## config.mk

```make
export PLATFORM = sky130hd
export DESIGN_NAME = data_mem_requester_flat
export DESIGN_NICKNAME = d
export VERILOG_FILES = /design/src/rtl/data_mem_requester_pkg.sv /design/src/rtl/data_mem_requester_if.sv /design/src/rtl/data_mem_requester.sv /design/src/flat_wrapper.sv
export SDC_FILE = /design/constraint.sdc
export NUM_CORES = 1
export LEC_CHECK = 0
export ABC_AREA = 0
export CAP_MARGIN = 20
export CORE_UTILIZATION = 39
export DETAILED_ROUTE_END_ITERATION = 8
export GPL_ROUTABILITY_DRIVEN = 0
export HOLD_SLACK_MARGIN = 0.05
export PLACE_DENSITY = 0.8
export SLEW_MARGIN = 5
export SYNTH_ARGS = -nofsm -noshare
export SYNTH_HDL_FRONTEND = slang
export SYNTH_SLANG_ARGS = --single-unit
```

## constraint.sdc

```tcl
create_clock -name clk -period 1.8 [get_ports clk]
set_input_delay 0.36 -clock clk [delete_from_list [all_inputs] [get_ports clk]]
set_output_delay 0.36 -clock clk [all_outputs]
set_load 0.01 [all_outputs]
```

## src/rtl/data_mem_requester_pkg.sv

```systemverilog
// Shared data-memory interface definitions: FSM state encodings, default
// memory depth and the read/write encoding used on the memory bus.
package data_mem_requester_pkg;

    typedef enum logic [1:0] {
        IDLE = 2'd0,
        BUSY = 2'd1,
        RESP = 2'd2
    } state_t;

    localparam int DEPTH_DEFAULT   = 16;
    localparam int TIMEOUT_DEFAULT = 8;

    localparam logic MEM_RD = 1'b0;
    localparam logic MEM_WR = 1'b1;

endpackage

```

## src/rtl/data_mem_requester_if.sv

```systemverilog
// Single-ported data-memory valid/rw/ready bus.
// master = requester (drives the request), slave = data memory (drives ready/data).
interface data_mem_requester_if;

    logic        mem_valid;
    logic        mem_rw;
    logic [31:0] mem_addr;
    logic [31:0] mem_wr_data;
    logic        mem_ready;
    logic [31:0] mem_rd_data;

    modport master (
        output mem_valid, mem_rw, mem_addr, mem_wr_data,
        input  mem_ready, mem_rd_data
    );

    modport slave (
        input  mem_valid, mem_rw, mem_addr, mem_wr_data,
        output mem_ready, mem_rd_data
    );

endinterface

```

## src/rtl/data_mem_requester.sv

```systemverilog
// Memory-stage requester: takes one load/store from the pipeline, issues it on
// the data-memory bus, stalls the pipeline until ready (or timeout / range
// error), then reports completion with a one-cycle done pulse.
//
//   state | meaning
//   IDLE  | waiting for cpu_req; range check happens here
//   BUSY  | request on the bus, waiting for mem_ready or timeout
//   RESP  | one-cycle cpu_done / cpu_err report, then back to IDLE
module data_mem_requester
    import data_mem_requester_pkg::*;
#(
    parameter int DEPTH   = DEPTH_DEFAULT,
    parameter int TIMEOUT = TIMEOUT_DEFAULT  // must be >= 2: nominal ready takes one cycle
) (
    input  logic                        clk,
    input  logic                        rst,
    input  logic                        cpu_req,
    input  logic                        cpu_rw,
    input  logic [31:0]                 cpu_addr,
    input  logic [31:0]                 cpu_wr_data,
    output logic                        cpu_stall,
    output logic                        cpu_done,
    output logic                        cpu_err,
    output logic [31:0]                 cpu_rd_data,
    data_mem_requester_if.master        mem
);

    localparam int              CNT_W    = $clog2(TIMEOUT + 1);
    localparam logic [CNT_W-1:0] CNT_LAST = CNT_W'(TIMEOUT - 1);
    localparam logic [31:0]     DEPTH_U  = 32'(DEPTH);

    state_t           state, state_nxt;
    logic [CNT_W-1:0] cnt, cnt_nxt;
    logic             err_flag, err_nxt;
    logic             valid_q, valid_nxt;
    logic             rw_q, rw_nxt;
    logic [31:0]      addr_q, addr_nxt;
    logic [31:0]      wd_q, wd_nxt;
    logic [31:0]      rd_q, rd_nxt;

    // State and datapath registers, cleared by synchronous reset.
    always_ff @(posedge clk) begin
        if (rst) begin
            state    <= IDLE;
            cnt      <= '0;
            err_flag <= 1'b0;
            valid_q  <= 1'b0;
            rw_q     <= 1'b0;
            addr_q   <= '0;
            wd_q     <= '0;
            rd_q     <= '0;
        end else begin
            state    <= state_nxt;
            cnt      <= cnt_nxt;
            err_flag <= err_nxt;
            valid_q  <= valid_nxt;
            rw_q     <= rw_nxt;
            addr_q   <= addr_nxt;
            wd_q     <= wd_nxt;
            rd_q     <= rd_nxt;
        end
    end

    // Next-state, request latching, ready/timeout handling and load capture.
    always_comb begin
        state_nxt = state;
        cnt_nxt   = cnt;
        err_nxt   = err_flag;
        valid_nxt = valid_q;
        rw_nxt    = rw_q;
        addr_nxt  = addr_q;
        wd_nxt    = wd_q;
        rd_nxt    = rd_q;
        case (state)
            IDLE: begin
                if (cpu_req) begin
                    if (cpu_addr < DEPTH_U) begin
                        rw_nxt    = cpu_rw;
                        addr_nxt  = cpu_addr;
                        wd_nxt    = cpu_wr_data;
                        valid_nxt = 1'b1;
                        cnt_nxt   = '0;
                        err_nxt   = 1'b0;
                        state_nxt = BUSY;
                    end else begin
                        // Out of range: never touches the bus.
                        err_nxt   = 1'b1;
                        state_nxt = RESP;
                    end
                end
            end
            BUSY: begin
                if (mem.mem_ready) begin
                    valid_nxt = 1'b0;
                    if (rw_q == MEM_RD) begin
                        rd_nxt = mem.mem_rd_data;
                    end
                    err_nxt   = 1'b0;
                    state_nxt = RESP;
                end else if (cnt == CNT_LAST) begin
                    valid_nxt = 1'b0;
                    err_nxt   = 1'b1;
                    state_nxt = RESP;
                end else begin
                    cnt_nxt = cnt + CNT_W'(1);
                end
            end
            RESP: begin
                state_nxt = IDLE;
            end
            default: begin
                state_nxt = IDLE;
            end
        endcase
    end

    // Pipeline-side outputs; stall drops in RESP so the pipeline advances with done.
    always_comb begin
        cpu_stall   = (state == BUSY) || ((state == IDLE) && cpu_req);
        cpu_done    = (state == RESP);
        cpu_err     = (state == RESP) && err_flag;
        cpu_rd_data = rd_q;
    end

    assign mem.mem_valid   = valid_q;
    assign mem.mem_rw      = rw_q;
    assign mem.mem_addr    = addr_q;
    assign mem.mem_wr_data = wd_q;

endmodule

```

## src/flat_wrapper.sv

```systemverilog
// flat-port wrapper written by rule: the top's interface ports become plain ports
module data_mem_requester_flat import data_mem_requester_pkg::*;
#(
    parameter int DEPTH   = DEPTH_DEFAULT,
    parameter int TIMEOUT = TIMEOUT_DEFAULT                                                
)
  (clk, rst, cpu_req, cpu_rw, cpu_addr, cpu_wr_data, cpu_stall, cpu_done, cpu_err, cpu_rd_data, mem_mem_valid, mem_mem_rw, mem_mem_addr, mem_mem_wr_data, mem_mem_ready, mem_mem_rd_data);
  data_mem_requester_if mem_i ();
  input  logic clk;
  input  logic rst;
  input  logic cpu_req;
  input  logic cpu_rw;
  input  logic [31:0] cpu_addr;
  input  logic [31:0] cpu_wr_data;
  output logic cpu_stall;
  output logic cpu_done;
  output logic cpu_err;
  output logic [31:0] cpu_rd_data;
  output wire logic [$bits(mem_i.mem_valid)-1:0] mem_mem_valid;
  output wire logic [$bits(mem_i.mem_rw)-1:0] mem_mem_rw;
  output wire logic [$bits(mem_i.mem_addr)-1:0] mem_mem_addr;
  output wire logic [$bits(mem_i.mem_wr_data)-1:0] mem_mem_wr_data;
  input wire logic [$bits(mem_i.mem_ready)-1:0] mem_mem_ready;
  input wire logic [$bits(mem_i.mem_rd_data)-1:0] mem_mem_rd_data;
  assign mem_mem_valid = mem_i.mem_valid;
  assign mem_mem_rw = mem_i.mem_rw;
  assign mem_mem_addr = mem_i.mem_addr;
  assign mem_mem_wr_data = mem_i.mem_wr_data;
  assign mem_i.mem_ready = mem_mem_ready;
  assign mem_i.mem_rd_data = mem_mem_rd_data;
  data_mem_requester #(.DEPTH(DEPTH), .TIMEOUT(TIMEOUT)) u_core (.clk(clk), .rst(rst), .cpu_req(cpu_req), .cpu_rw(cpu_rw), .cpu_addr(cpu_addr), .cpu_wr_data(cpu_wr_data), .cpu_stall(cpu_stall), .cpu_done(cpu_done), .cpu_err(cpu_err), .cpu_rd_data(cpu_rd_data), .mem(mem_i));
endmodule
```

### Yosys cells after proc, flatten, opt, wreduce, memory -nomap -nowiden

Cells that the tools add are included.
Widths: inputs -> output; s select.

* register bits: 105
* bits of input ports: 101
* output and inout bits: 101

* add/sub/neg operators: 1
* $lt $le $gt $ge: 1
* equal/unequal tests: 8
* multiplexer cells: 20
* bitwise logic cells: 1
* reduce and logical (&&, ||, !) cells: 11

Operators with widths (count)
* $lt 32x5->1 const B: 1
* $mux 4: 4
* $reduce_and 3->1: 3
* $mux 1: 8
* $mux 2: 4
* $pmux 4 s2: 1
* $ne 2x2->1 const B: 3
* $reduce_and 5->1: 1
* $add 4x1->4 const B: 1
* $eq 4x3->1 const B: 1
* $pmux 1 s2: 2
* $pmux 2 s2: 1
* $reduce_and 4->1: 1
* $ne 3x2->1 const B: 1
* $eq 2x1->1 const B: 1
* $eq 2x2->1 const B: 1
* $logic_and 1x1->1: 2
* $logic_not 2->1: 1
* $ne 2x1->1 const B: 1
* $reduce_and 2->1: 1
* $reduce_bool 2->1: 1
* $logic_or 1x1->1: 1
* $not 1->1: 1

### Longest topological paths before layout

Gate-level depths: netlist of run 1.

* word-level depth: 4
* mapped depth: 6
* mapped depth without buffers: 5

### Worst setup path after synthesis of run 1

Ideal clock, no wire load.

* kind: input -> register
* from: in cpu_addr[14]
* to: reg u_core.wd_q[21] (netlist: u_core.mem.mem_wr_data[21])
* library setup time: 0.132 ns
* data arrival time: 1.377 ns
* setup slack: 0.291 ns
* cell stages on the path: 6
* cell sequence: nor4_1 nand4_1 buf_2 clkbuf_1 o21ai_0 a21oi_1

* word-level cells in the longest chain between the ends: 2

RTL lines
* start: declaration: line flat_wrapper.sv:13 `input logic [31:0] cpu_addr;`
* $lt 32x5->1: line data_mem_requester.sv:77 `if (cpu_addr < DEPTH_U) begin`
* $reduce_and 3->1 (no source line)
* end signal: assignment: line data_mem_requester.sv:59 `wd_q <= wd_nxt;`
* end: declaration: line data_mem_requester.sv:38 `logic [31:0] wd_q, wd_nxt;`

Every way passes these cells.
A chain may end at the register's enable or synchronous reset.

### Worst setup path after layout of run 1

* from: in cpu_addr[4]
* to: reg u_core.wd_q[6] (netlist: u_core.mem.mem_wr_data[6])

Same word-level chain as after synthesis.

==> summary.md, run 1 <==
| Metric | Value |
|---|---|
| P&R area growth vs syn | `64.67%` |
| DR vias/cell | `a little under 5` |
| Clk pwr share | `34.3%` |
| Met3 Routed Length | `between 900 and 1000 um` |
| Largest net degree at the start of global routing | `44` |
| Die height | `100.8 um` |
| Switching share of total power | `22.89%` |
| Num CTS Buffers | `9` |
| Crit path DAT | `~2.0 ns` |
| Share of cells above drive strength 1 | `under 10%` |
| CTS HTree Levels | `3` |
| Core ar. | `between 9000 and 10000 sq um` |
| GRT Total Usage | `21.54%` |
| Pre-antenna DRT Iters | `4` |
| Critical Path Start Type | `input port` |
| Initial antenna violation count | `0` |
| Final Max Slew Viols | `0` |
| DRT iter0 DRCs | `around 170` |
| Most common cell after layout, fill and taps aside | `clkdlybuf4s50_1` |
| Chip width | `100.8 um` |
| Worst Setup End Kind | `flop` |
| Setup tns final | `0 ns` |
| Vias in the first global route | `roughly 3600` |
| Min-delay worst type | `in -> reg` |
| Global-route wire length before repair | `around 17000 um` |
| Routed wire length | `11120 um` |
| Register area share after synthesis | `55.26%` |
| Grt total ovfl | `0` |
| Most frequent cells in the layout | `197 x clkdlybuf4s50_1, 103 x dfxtp_1, 72 x a21oi_1` |
| FF-to-FF Start | `u_core.cnt[0]` |
| Wirelength per Cell | `between 10 and 15 um` |
| Syn avg cell area | `between 8 and 9 sq um` |
| DRT antenna net count | `0` |
| I/O pin cnt | `202` |
| Max Clk Rate | `roughly 0.57 GHz` |
| Ys Warns | `0` |
| Crit path from | `cpu_addr[4]` |
| NumNets Final | `726` |
| Netlist cell types | `32` |
| Setup repair bufs after CTS | `0` |
| Row cnt | `35` |
| Final number of setup-violating endpoints | `0` |
| Max Cap Violations | `0` |
| Clock period minus worst slack | `1.743 ns` |
| TritonCTS clock tree | `built` |
| Final Hold Viols | `0` |
| Slew headroom | `~70%` |
| Reg clk slew, reported paths | `about 0.10 ns` |
| Wl on met1 | `4477 um` |
| Pwr/cell area | `about 640 nW/um^2` |
| WHS | `roughly 0.38 ns` |
| Hold-fix buffers, CTS | `0` |
| CP Class | `in -> reg` |
| Dpl ws | `-0.3782 ns` |
| Max FO, Critical Path | `23` |
| Root Buffer | `clkbuf_8` |
| Fin util | `67.15%` |
| HP Start | `rst` |
| Logic pwr share | `~8%` |
| Fin worst setup slack | `0.05661 ns` |
| Slew @ Worst Pin | `0.4569 ns` |
| Remaining DRCs | `0` |
| Routed wl met2 | `about 5500 um` |
| Total power | `roughly 4.0 mW` |
| CTS sink cnt | `105` |
| Sequential share of power | `slightly below 60%` |
| Ant. Diodes | `0` |
| Post-synth EDFFs | `0` |
| Clock skew | `around 0.011 ns` |
| Async SR Flop Fraction | `0%` |
| Full die area | `approximately 10000 sq um` |
| Pint | `around 3.1 mW` |
| Cell area after synthesis | `approximately 3800 sq um` |
| Max layer used | `met4` |
| Top FF cell, synth | `dfxtp_1` |
| Worst vdd rail ir drop | `between 0.4 and 0.5 mV` |
| Vias | `3730` |
| Syn nets | `around 530` |
| Cell count after synthesis | `between 400 and 500` |
| CP Data Required Time | `2.09 ns` |
| Run status | `finished clean` |
| Port bufs | `~200` |
| Detailed Place HPWL | `slightly below 8000 um` |
| Unrepaired setup endpoints after global routing | `no` |
| Static Leak | `approximately 2.1 nW` |
| Initial Util | `40.78%` |
| Final period util | `96.86%` |
| Clk_lat worst skew | `around 0.36 ns` |
| Flops & latches, synth | `about 110` |
| Max clock buf depth | `2` |
| Psw | `a little over 0.9 mW` |
-- what timing repair did --
action | 4_1_cts | 5_1_grt
gates resized for setup | 5 | 7
cloned | 0 | 1
setup endpoints to repair | 3 | 69
-- cell type report --
| class | instances | area (sq um) |
|---|---|---|
| fill | 759 | 3064 |
| clock inverter | 6 | 48.80 |
| clock buffer | 10 | 137.6 |
| multi-input combinational | 287 | 1570 |
| timing repair buffer | 221 | 2241 |
| tap | 129 | 161.4 |
| sequential | 105 | 2105 |
-- per-stage QoR --
step,std cells,instance area [sq um]
after floorplan,425,3804
after global placement,741,6040
after detailed placement,741,6040
after CTS,757,6225
after global routing,758,6264
final,758,6264
-- power by group through the flow --
stage	Clock (mW)	Sequential [mW]	Combinational, mW
2_1_floorplan	0	2.38	0.0512
3_3_place_gp	0	2.38	0.316
3_5_place_dp	0	2.38	0.316
4_1_cts	1.43	2.33	0.317
5_1_grt	1.54	2.33	0.339
6_report	1.38	2.33	0.320
-- worst max-delay path, stage by stage --
cell and delay, ns:
clkdlybuf4s50_1 0.42, nor4_1 0.27, buf_4 0.15, and4_1 0.23
buf_12 0.19, buf_12 0.15, nand3_1 0.08, a21oi_1 0.17
-- routing by layer --
layer	track usage [%]	vias to the layer above
met5	0	-
met4	6.912	0
met3	7.490	13
met2	38.25	140
met1	24.09	1727
li1	-	1850
-- registers in the layout, summed over array words and instances (netlist names) --
| register | cells |
|---|---|
| u_core.mem.mem_valid | 1 |
| u_core.mem.mem_rw | 1 |
| u_core.cnt | 4 |
| u_core.err_flag | 1 |
| u_core.mem.mem_wr_data | 32 |
| u_core.cpu_rd_data | 32 |
| u_core.mem.mem_addr | 32 |
| u_core.state | 2 |
-- cells by family (layout without fill, tap and decap cells) --
| logic type | Yosys count | count (layout) | synth area share, % |
|---|---|---|---|
| flops | 105 | 105 | 55.26 |
| xor+xnor | 3 | 3 | 0.6909 |
| simple gates | 165 | 165 | 23.03 |
| compound gates | 117 | 118 | 16.22 |
| buf+inv | 34 | 237 | 4.473 |
| fa+ha+maj | 1 | 1 | 0.3289 |
-- final timing paths --
check                                    to  slack [ns]  cells after the start
setup / recovery  u_core.mem.mem_wr_data[6]        0.06                      8
hold / removal              u_core.state[0]        0.38                      2
setup reg to reg            u_core.err_flag        0.24                      6
hold reg to reg       u_core.cpu_rd_data[3]        0.46                      2
-- cells in the mapped netlist, types with 3 or more instances --
| master | number | area share (%) |
|---|---|---|
| and2_1 | 29 | 4.8 |
| buf_4 | 9 | 1.8 |
| nand2_1 | 67 | 6.6 |
| nand3_1 | 41 | 5.4 |
| clkbuf_1 | 18 | 1.8 |
| o21ai_0 | 39 | 5.1 |
| buf_2 | 7 | 0.92 |
| nor4_1 | 4 | 0.66 |
| dfxtp_1 | 105 | 55 |
| a21oi_1 | 72 | 9.5 |
| nor2_1 | 4 | 0.39 |
| nand3b_1 | 3 | 0.59 |
| nor4_4 | 3 | 1.7 |
Power figures use the tool's default switching activity.
==> run 2: changes to the inputs <==
--- a/config.mk
+++ b/config.mk
@@ -7,12 +7,13 @@
 export LEC_CHECK = 0
 export ABC_AREA = 0
 export CAP_MARGIN = 20
+export CORE_MARGIN = 8
 export CORE_UTILIZATION = 39
 export DETAILED_ROUTE_END_ITERATION = 8
 export GPL_ROUTABILITY_DRIVEN = 0
 export HOLD_SLACK_MARGIN = 0.05
 export PLACE_DENSITY = 0.8
-export SLEW_MARGIN = 5
+export SLEW_MARGIN = 20
 export SYNTH_ARGS = -nofsm -noshare
 export SYNTH_HDL_FRONTEND = slang
 export SYNTH_SLANG_ARGS = --single-unit
==> run 2 against run 1 <==
Compared with the run above:
- count of clock-buffer cells in the layout is 1 lower
- routed wire length up 12%
- maximum frequency fell by 0.93%
- sequential power about the same
- largest power group unchanged
- non-clock buffer count stayed put
- register-to-register slack about the same
- critical endpoint is now u_core.mem.mem_addr[19]
- sequential cell count did not move
- combinational power down 3%
- die area increased by 30%
==> summary.md, run 2 (synthesis gave the netlist of run 1 again) <==
| Metric | Value |
|---|---|
| NumNets Final | `a little over 700` |
| CTS HTree Levels | `3` |
| Reg clk slew, reported paths | `roughly 0.1 ns` |
| Register area | `around 2100 sq um` |
| Vias in the first global route | `3641` |
| Ant. Diodes | `0` |
| Port bufs | `around 200` |
| Share of cells above drive strength 1 | `under 10%` |
| Clock period minus worst slack | `between 1.5 and 2 ns` |
| Chip width | `~110 um` |
| Num CTS Buffers | `9` |
| CP Data Required Time | `about 2.1 ns` |
| DP Area | `6032 sq um` |
| WHS | `around 0.46 ns` |
| Max FO, Critical Path | `22` |
| GRT Total Usage | `between 10% and 20%` |
| Remaining DRCs | `0` |
| Max clock buf depth | `2` |
| Clock skew | `0.01341 ns` |
| Pwr/cell area | `around 640 nW/um^2` |
| Slew headroom | `roughly two thirds` |
| Slew @ Worst Pin | `approximately 0.48 ns` |
| Clk_lat worst skew | `0.35 ns` |
| Grt total ovfl | `0` |
| Initial antenna violation count | `0` |
| Die height | `between 100 and 150 um` |
| Vias | `roughly 3700` |
| Most common cell after layout, fill and taps aside | `clkdlybuf4s50_1` |
| Final Max Slew Viols | `0` |
| Core ar. | `slightly below 10000 sq um` |
| Fillers | `808` |
| Critical Path Start Type | `input port` |
| Wirelength per Cell | `approximately 16 um` |
| Full die area | `13170 sq um` |
| Routed wire length | `roughly 12000 um` |
| Root Buffer | `clkbuf_8` |
| Total power | `around 4.0 mW` |
| Final Hold Viols | `0` |
| DRT iter0 DRCs | `190` |
| Worst vdd rail ir drop | `about 0.36 mV` |
| Static Leak | `about 2.1 nW` |
| Run status | `finished clean` |
| Largest net degree at the start of global routing | `34` |
| CTS sink cnt | `105` |
| Hold-fix buffers, CTS | `0` |
| Final period util | `between 90% and 100%` |
| Row cnt | `36` |
| Crit path DAT | `about 2 ns` |
| Global-route wire length before repair | `~19000 um` |
| Detailed Place HPWL | `9570 um` |
| Worst Setup End Kind | `flop` |
| Multi-input gate area | `1574 sq um` |
| I/O pin cnt | `slightly above 200` |
| Fin util | `between 60% and 70%` |
| TritonCTS clock tree | `built` |
| Final number of setup-violating endpoints | `0` |
| Max Clk Rate | `approximately 0.57 GHz` |
| P&R area growth vs syn | `64.84%` |
| DR vias/cell | `4.891` |
| Design area | `roughly 6300 sq um` |
| Most frequent cells in the layout | `197 x clkdlybuf4s50_1, 103 x dfxtp_1, 72 x a21oi_1` |
| CP Class | `in -> reg` |
| Max Cap Violations | `0` |
| Setup tns final | `0 ns` |
| Setup repair bufs after CTS | `0` |
| Pre-antenna DRT Iters | `5` |
| DRT antenna net count | `0` |
| Initial Util | `39.46%` |
| Min-delay worst type | `reg -> reg` |
-- run 2: worst max-delay path, cell delays in order --
cell             delay (ns)
clkdlybuf4s50_1        0.45
nor4_2                 0.33
and4_1                 0.31
buf_12                 0.19
a21oi_2                0.16
and2_1                 0.20
-- run 2: power by group --
| part | total (mW) | internal, mW | switching, mW | leakage, nW |
|---|---|---|---|---|
| sequential | 2.33 | 2.32 | 0.00296 | 0.847 |
| combinational | 0.312 | 0.216 | 0.0964 | 1.20 |
| clock | 1.39 | 0.544 | 0.846 | 0.0966 |
-- run 2: metal layers --
layer,part of all wire (%),routed length [um],vias to the layer above,global-route usage [%]
met2,51,6383,141,31.79
met4,3.5,433,0,9.545
met5,0,0,-,0
met3,8.4,1047,26,5.095
met1,37,4630,1711,18.60
li1,-,-,1849,-
-- run 2: repair_timing --
action / in CTS / in global routing
gates resized for setup: 5 / 7
cloned: 0 / 1
hold endpoints to repair: 0 / 0
pin swaps: 0 / 1
endpoints found under the setup margin: 3 / 49
-- run 2: path summary, 6_finish.rpt --
path	startpoint	to	cells past startpoint	slack (ns)
worst max register to register	u_core.state[0]	u_core.mem.mem_addr[19]	5	0.24
worst max-delay path	cpu_addr[31]	u_core.mem.mem_addr[19]	6	0.04
worst min-delay path	u_core.cpu_rd_data[4]	u_core.cpu_rd_data[4]	2	0.46
worst min register to register	u_core.cpu_rd_data[4]	u_core.cpu_rd_data[4]	2	0.46
-- run 2: cell type report --
cell class	count	share of cell area, %
clock buffers	9	1.976
multi-input cells	287	25.10
well taps	133	2.654
repair buffers	221	35.54
flip-flops and latches	105	33.57
clock inverters	7	1.157
-- run 2: through the flow --
| step | std cells | worst slack [ns] |
|---|---|---|
| floorplan | 425 | 0.2910 |
| global placement | 745 | -0.2945 |
| detailed placement | 745 | -0.3332 |
| CTS | 761 | 0.01920 |
| global route | 762 | -0.02134 |
| finish | 762 | 0.04021 |
